`src/rtl/serial_latch_receiver_pkg.sv`:
```
// rtl/serial_latch_receiver_pkg.sv - shared types and constants for the serial/latch link receiver
package serial_latch_receiver_pkg;

  // Frame width used by the LED, DIP and receiver blocks on this link
  localparam int DEFAULT_FRAME_WIDTH = 16;

  // Receiver states: waiting for first latch, collecting bits, idle between frames
  typedef enum logic [1:0] {
    SYNC  = 2'd0,
    SHIFT = 2'd1,
    HOLD  = 2'd2
  } rx_state_t;

  // Counter must reach WIDTH+1 (overlong marker) without wrapping
  function automatic int cnt_width(input int width);
    return $clog2(width + 2);
  endfunction

endpackage

```
`src/rtl/serial_latch_receiver.sv`:
```
// rtl/serial_latch_receiver.sv - deserialises strobed frames and commits them on the latch strobe
module serial_latch_receiver
  import serial_latch_receiver_pkg::*;
#(
  parameter int WIDTH     = DEFAULT_FRAME_WIDTH,
  parameter bit MSB_FIRST = 1'b1
) (
  input  logic             i_CLK,
  input  logic             i_RESET,
  input  logic             i_EN,
  input  logic             i_Data,
  input  logic             i_Latch,
  output logic [WIDTH-1:0] o_Data,
  output logic             o_Valid,
  output logic             o_FrameErr,
  output logic             o_Synced
);

  localparam int CW = cnt_width(WIDTH);
  // Good frame count, and the saturating "overlong" value one above it
  localparam logic [CW-1:0] CNT_FULL = CW'(WIDTH);
  localparam logic [CW-1:0] CNT_MAX  = CW'(WIDTH + 1);

  rx_state_t        state_q, state_nxt;
  logic [WIDTH-1:0] shift_q, shift_nxt;
  logic [CW-1:0]    cnt_q, cnt_nxt;
  logic [WIDTH-1:0] data_q, data_nxt;
  logic             valid_q, valid_nxt;
  logic             err_q, err_nxt;
  logic             synced_q, synced_nxt;

  logic [WIDTH-1:0] shifted;
  logic [CW-1:0]    cnt_inc;

  // Shift register with the incoming bit inserted at the end opposite the first-received bit
  assign shifted = MSB_FIRST ? {shift_q[WIDTH-2:0], i_Data} : {i_Data, shift_q[WIDTH-1:1]};
  // Saturate so an overlong frame can never wrap back to a good count
  assign cnt_inc = (cnt_q == CNT_MAX) ? cnt_q : cnt_q + CW'(1);

  // State and datapath registers; reset discards any partial frame
  always_ff @(posedge i_CLK) begin
    if (!i_RESET) begin
      state_q  <= SYNC;
      shift_q  <= '0;
      cnt_q    <= '0;
      data_q   <= '0;
      valid_q  <= 1'b0;
      err_q    <= 1'b0;
      synced_q <= 1'b0;
    end else begin
      state_q  <= state_nxt;
      shift_q  <= shift_nxt;
      cnt_q    <= cnt_nxt;
      data_q   <= data_nxt;
      valid_q  <= valid_nxt;
      err_q    <= err_nxt;
      synced_q <= synced_nxt;
    end
  end

  // Next-state and datapath decisions, evaluated only on strobed cycles
  always_comb begin
    state_nxt  = state_q;
    shift_nxt  = shift_q;
    cnt_nxt    = cnt_q;
    data_nxt   = data_q;
    valid_nxt  = 1'b0;
    err_nxt    = err_q;
    synced_nxt = synced_q;
    if (i_EN) begin
      case (state_q)
        SYNC: begin
          // Data before the first latch has unknown alignment, so it is dropped
          if (i_Latch) begin
            state_nxt  = HOLD;
            synced_nxt = 1'b1;
          end
        end
        SHIFT: begin
          if (!i_Latch) begin
            shift_nxt = shifted;
            cnt_nxt   = cnt_inc;
          end else begin
            if (cnt_q == CNT_FULL) begin
              data_nxt  = shift_q;
              valid_nxt = 1'b1;
              err_nxt   = 1'b0;
            end else begin
              err_nxt = 1'b1;
            end
            cnt_nxt   = '0;
            state_nxt = HOLD;
          end
        end
        HOLD: begin
          // Repeated latch strobes are ignored; the first data bit opens the next frame
          if (!i_Latch) begin
            shift_nxt = shifted;
            cnt_nxt   = CW'(1);
            state_nxt = SHIFT;
          end
        end
        default: begin
          state_nxt = SYNC;
        end
      endcase
    end
  end

  assign o_Data     = data_q;
  assign o_Valid    = valid_q;
  assign o_FrameErr = err_q;
  assign o_Synced   = synced_q;

endmodule

```
`config.mk`:
```
export PLATFORM = sky130hd
export DESIGN_NAME = serial_latch_receiver
export DESIGN_NICKNAME = d
export VERILOG_FILES = /design/src/rtl/serial_latch_receiver_pkg.sv /design/src/rtl/serial_latch_receiver.sv
export SDC_FILE = /design/constraint.sdc
export NUM_CORES = 1
export LEC_CHECK = 0
export CORE_MARGIN = 2
export CORE_UTILIZATION = 55
export CTS_BUF_LIST = sky130_fd_sc_hd__clkbuf_8
export CTS_CLUSTER_DIAMETER = 200
export DETAILED_ROUTE_END_ITERATION = 8
export PLACE_DENSITY = 0.8
export SLEW_MARGIN = 20
export SYNTH_ARGS = -nofsm -noshare
export SYNTH_HDL_FRONTEND = slang
export SYNTH_SLANG_ARGS = --single-unit
```
`constraint.sdc`:
```
create_clock -name i_CLK -period 2 [get_ports i_CLK]
set_input_delay 0.6 -clock i_CLK [delete_from_list [all_inputs] [get_ports i_CLK]]
set_output_delay 0.6 -clock i_CLK [all_outputs]
set_load 0.02 [all_outputs]
```
==> flow_summary.json <==
{
  "start_kind": "primary input",
  "cts_tree": "done",
  "synth_edf_count": 0,
  "clockBufferDepth": 2,
  "synth_flop_cell": "dfxtp_1",
  "r2r-end": "o_Data[3]$_SDFFE_PN0P_",
  "tightest_slew_ns": 0.705,
  "vias": 1356,
  "drc": 0,
  "hold_viol_final": 0,
  "coreArea_mm2": 0.00308,
  "cts.sinks": 42,
  "cts_buffers": 5,
  "drt_pass1_iterations": 4,
  "r2r_cells": 6,
  "post-place-ws_ns": -0.544,
  "crit_fanout": 17,
  "track_usage": 0.210,
  "regArea_um2": 841,
  "post_cts_buffers": 0,
  "die_height_um": 61.2,
  "ios": 24,
  "rsz0062_at_grt": "no",
  "wl_um": 3390,
  "synth_cells": 182,
  "wl_per_cell_um": 13.4,
  "start_util": 0.584,
  "min_to": "shift_q[13]$_SDFFE_PN0P_",
  "via_per_inst": 5.36,
  "antenna_found_initial": 0,
  "fmax_mhz": 535,
  "power.leakage_nw": 0.796,
  "worstReg2RegStart": "state_q[1]$_SDFFE_PN0P_",
  "whs_path_depth": 2,
  "rrSetupSlack_ns": 0.23,
  "grt_max_degree": 27,
  "irDropWorstVdd_mv": 0.404,
  "power_density_mw_per_mm2": 721,
  "arrival_ns": 2.10,
  "htreeDepth": 2,
  "drive_gt1_frac": 0.115,
  "final_area_mm2": 0.00221,
  "syn_area_mm2": 0.00180,
  "fin_ws_ns": 0.131,
  "dpl.hpwl_um": 2360,
  "ctsRootBufferMaster": "clkbuf_8",
  "cp.required_ns": 2.24,
  "power_w": 0.00159,
  "period_needed_ns": 1.87,
  "setup_violations": 0,
  "nNetsFinal": 220,
  "post-route-period-util": 0.934,
  "area_growth_pct": 22.8,
  "drt_iter0_drc": 66,
  "min_path_type": "register to register",
  "clk_latency_ns": 0.29,
  "yosysWarnings": 0,
  "multi_input_area_um2": 855,
  "worstHoldStart": "shift_q[12]$_SDFFE_PN0P_",
  "ant_nets": 0,
  "place_area_mm2": 0.00209,
  "grt_pass1_wl_um": 5730,
  "grt_pass1_vias": 1311,
  "grt-ovfl-total": 0,
  "synth.distinct_cells": 34,
  "async_flop_share": 0,
  "die_w_um": 61.2,
  "crit_type": "primary input to register",
  "n_fill_cell": 238,
  "relSlewSlack": 0.528,
  "finalClockSkew_ns": 0.00604,
  "syn_nets": 194,
  "synth-seq-cells": 42,
  "holdBufCountCts": 0,
  "cp-end-kind": "register",
  "status": "finished, final reports clean",
  "synth-seq-area-share": 0.468,
  "synth_area_per_cell_um2": 9.87,
  "place.gp.congestion": 0.871,
  "die-area_mm2": 0.00374,
  "insertedDiodeCount": 0,
  "port_buffers": 23,
  "dp.cells": 245,
  "drv_cap": 0,
  "stdcell_count": 253,
  "slew_violations": 0,
  "clkSlewWorstSetupHoldPaths_ns": 0.08,
  "rows": 20,
  "ctsResizeCount": 1
}
-- worst max-delay path, stage by stage --
cell             delay [ns]
clkdlybuf4s50_1        0.47
nand4_4                0.14
nor4b_4                0.06
nor2b_2                0.58
a22o_1                 0.25
-- registers in the layout, summed over array words and instances (netlist names) --
signal and flops:
shift_q 16, o_Data 16, o_Valid 1, o_FrameErr 1, o_Synced 1, cnt_q 5, state_q 2
-- Yosys cell counts (2+ instances only) --
master     n  area, µm²
nor2b_1    5       31.3
buf_6      4       45.0
inv_1      5       18.8
buf_2      2       10.0
and4_1     2       17.5
nand3_1    5       25.0
nor2_1     4       15.0
a21boi_0  16        120
buf_4      2       15.0
o221a_2    3       33.8
ha_1       7       87.6
dfxtp_1   42        841
a22o_1    17        149
clkbuf_1   4       15.0
a31oi_1    2       12.5
and2_1     2       12.5
a21oi_1    2       10.0
nand2_1   41        154
mux2i_1    2       20.0
-- placed cells by master (no fill, tap or decap), drive strengths merged, types with 2 or more instances in the layout --
cell,synthesis,final
inv,5,6
mux2i,2,2
nor2,4,4
nor2b,5,5
clkbuf,4,5
nand3,5,5
dfxtp,42,42
a21boi,17,17
clkdlybuf4s50,0,23
a21oi,2,2
nand2,41,41
and2,2,2
a22o,17,17
o221a,3,3
a31oi,2,2
o21ai,2,2
buf,8,8
and4,2,2
ha,7,7
-- cell families (layout without fill, tap and decap cells) --
logic type	after synthesis	in the layout	share of synthesized area
AND/OR/NAND/NOR	68	68	0.206
multiplexers	2	2	0.0111
flip-flops	42	42	0.468
buffers and inverters	17	44	0.0578
adder cells (fa/ha/maj)	7	7	0.0487
AO/OA/AOI/OAI	46	46	0.208
-- per-layer routing --
metal	vias up	share of wire	GRT usage	routed length, µm
met5	-	0	0	0
met4	0	0.016	0.0745	55
met3	7	0.041	0.0693	138
met2	23	0.51	0.375	1740
met1	637	0.43	0.232	1460
li1	689	-	-	-
-- report_power, final --
group | internal [W] | leakage [nW] | switching [W] | total (W)
logic | 0.0000431 | 0.402 | 0.0000577 | 0.000101
clock network | 0.000367 | 0.0556 | 0.000279 | 0.000646
registers | 0.000841 | 0.339 | 0.00000373 | 0.000844
total | 0.00125 | 0.796 | 0.000341 | 0.00159
-- how the worst max path moves through the flow --
stage / from / endpoint / slack, ns / cells after the start
6_report: i_EN / o_Data[3]$_SDFFE_PN0P_ / 0.13 / 5
5_1_grt: i_EN / o_Data[5]$_SDFFE_PN0P_ / 0.08 / 5
4_1_cts: i_EN / o_Data[3]$_SDFFE_PN0P_ / 0.13 / 5
3_5_place_dp: i_EN / o_Data[14]$_SDFFE_PN0P_ / -0.54 / 5
3_3_place_gp: i_EN / o_Data[8]$_SDFFE_PN0P_ / -0.44 / 5
2_1_floorplan: i_EN / o_Data[15]$_SDFFE_PN0P_ / 0.28 / 7
-- final cells by class --
cell class,count,share of cell area
Clock buffer,5,0.0312
Inverter,5,0.00850
Timing Repair Buffer,31,0.149
Clock inverter,3,0.0187
Tap cell,44,0.0249
Sequential cell,42,0.381
Multi-Input combinational cell,123,0.387
-- per-stage QoR --
| step | setup TNS (ns) | utilization | hold slack (ns) |
|---|---|---|---|
| after floorplan | 0 | - | 0.442 |
| after global placement | -7.68 | 0.680 | 0.451 |
| after detailed placement | -9.94 | 0.680 | 0.466 |
| after CTS | 0 | 0.717 | 0.484 |
| after global routing | 0 | 0.717 | 0.495 |
| final | 0 | 0.717 | 0.477 |
No activity file was read; power rests on OpenSTA's default activity.
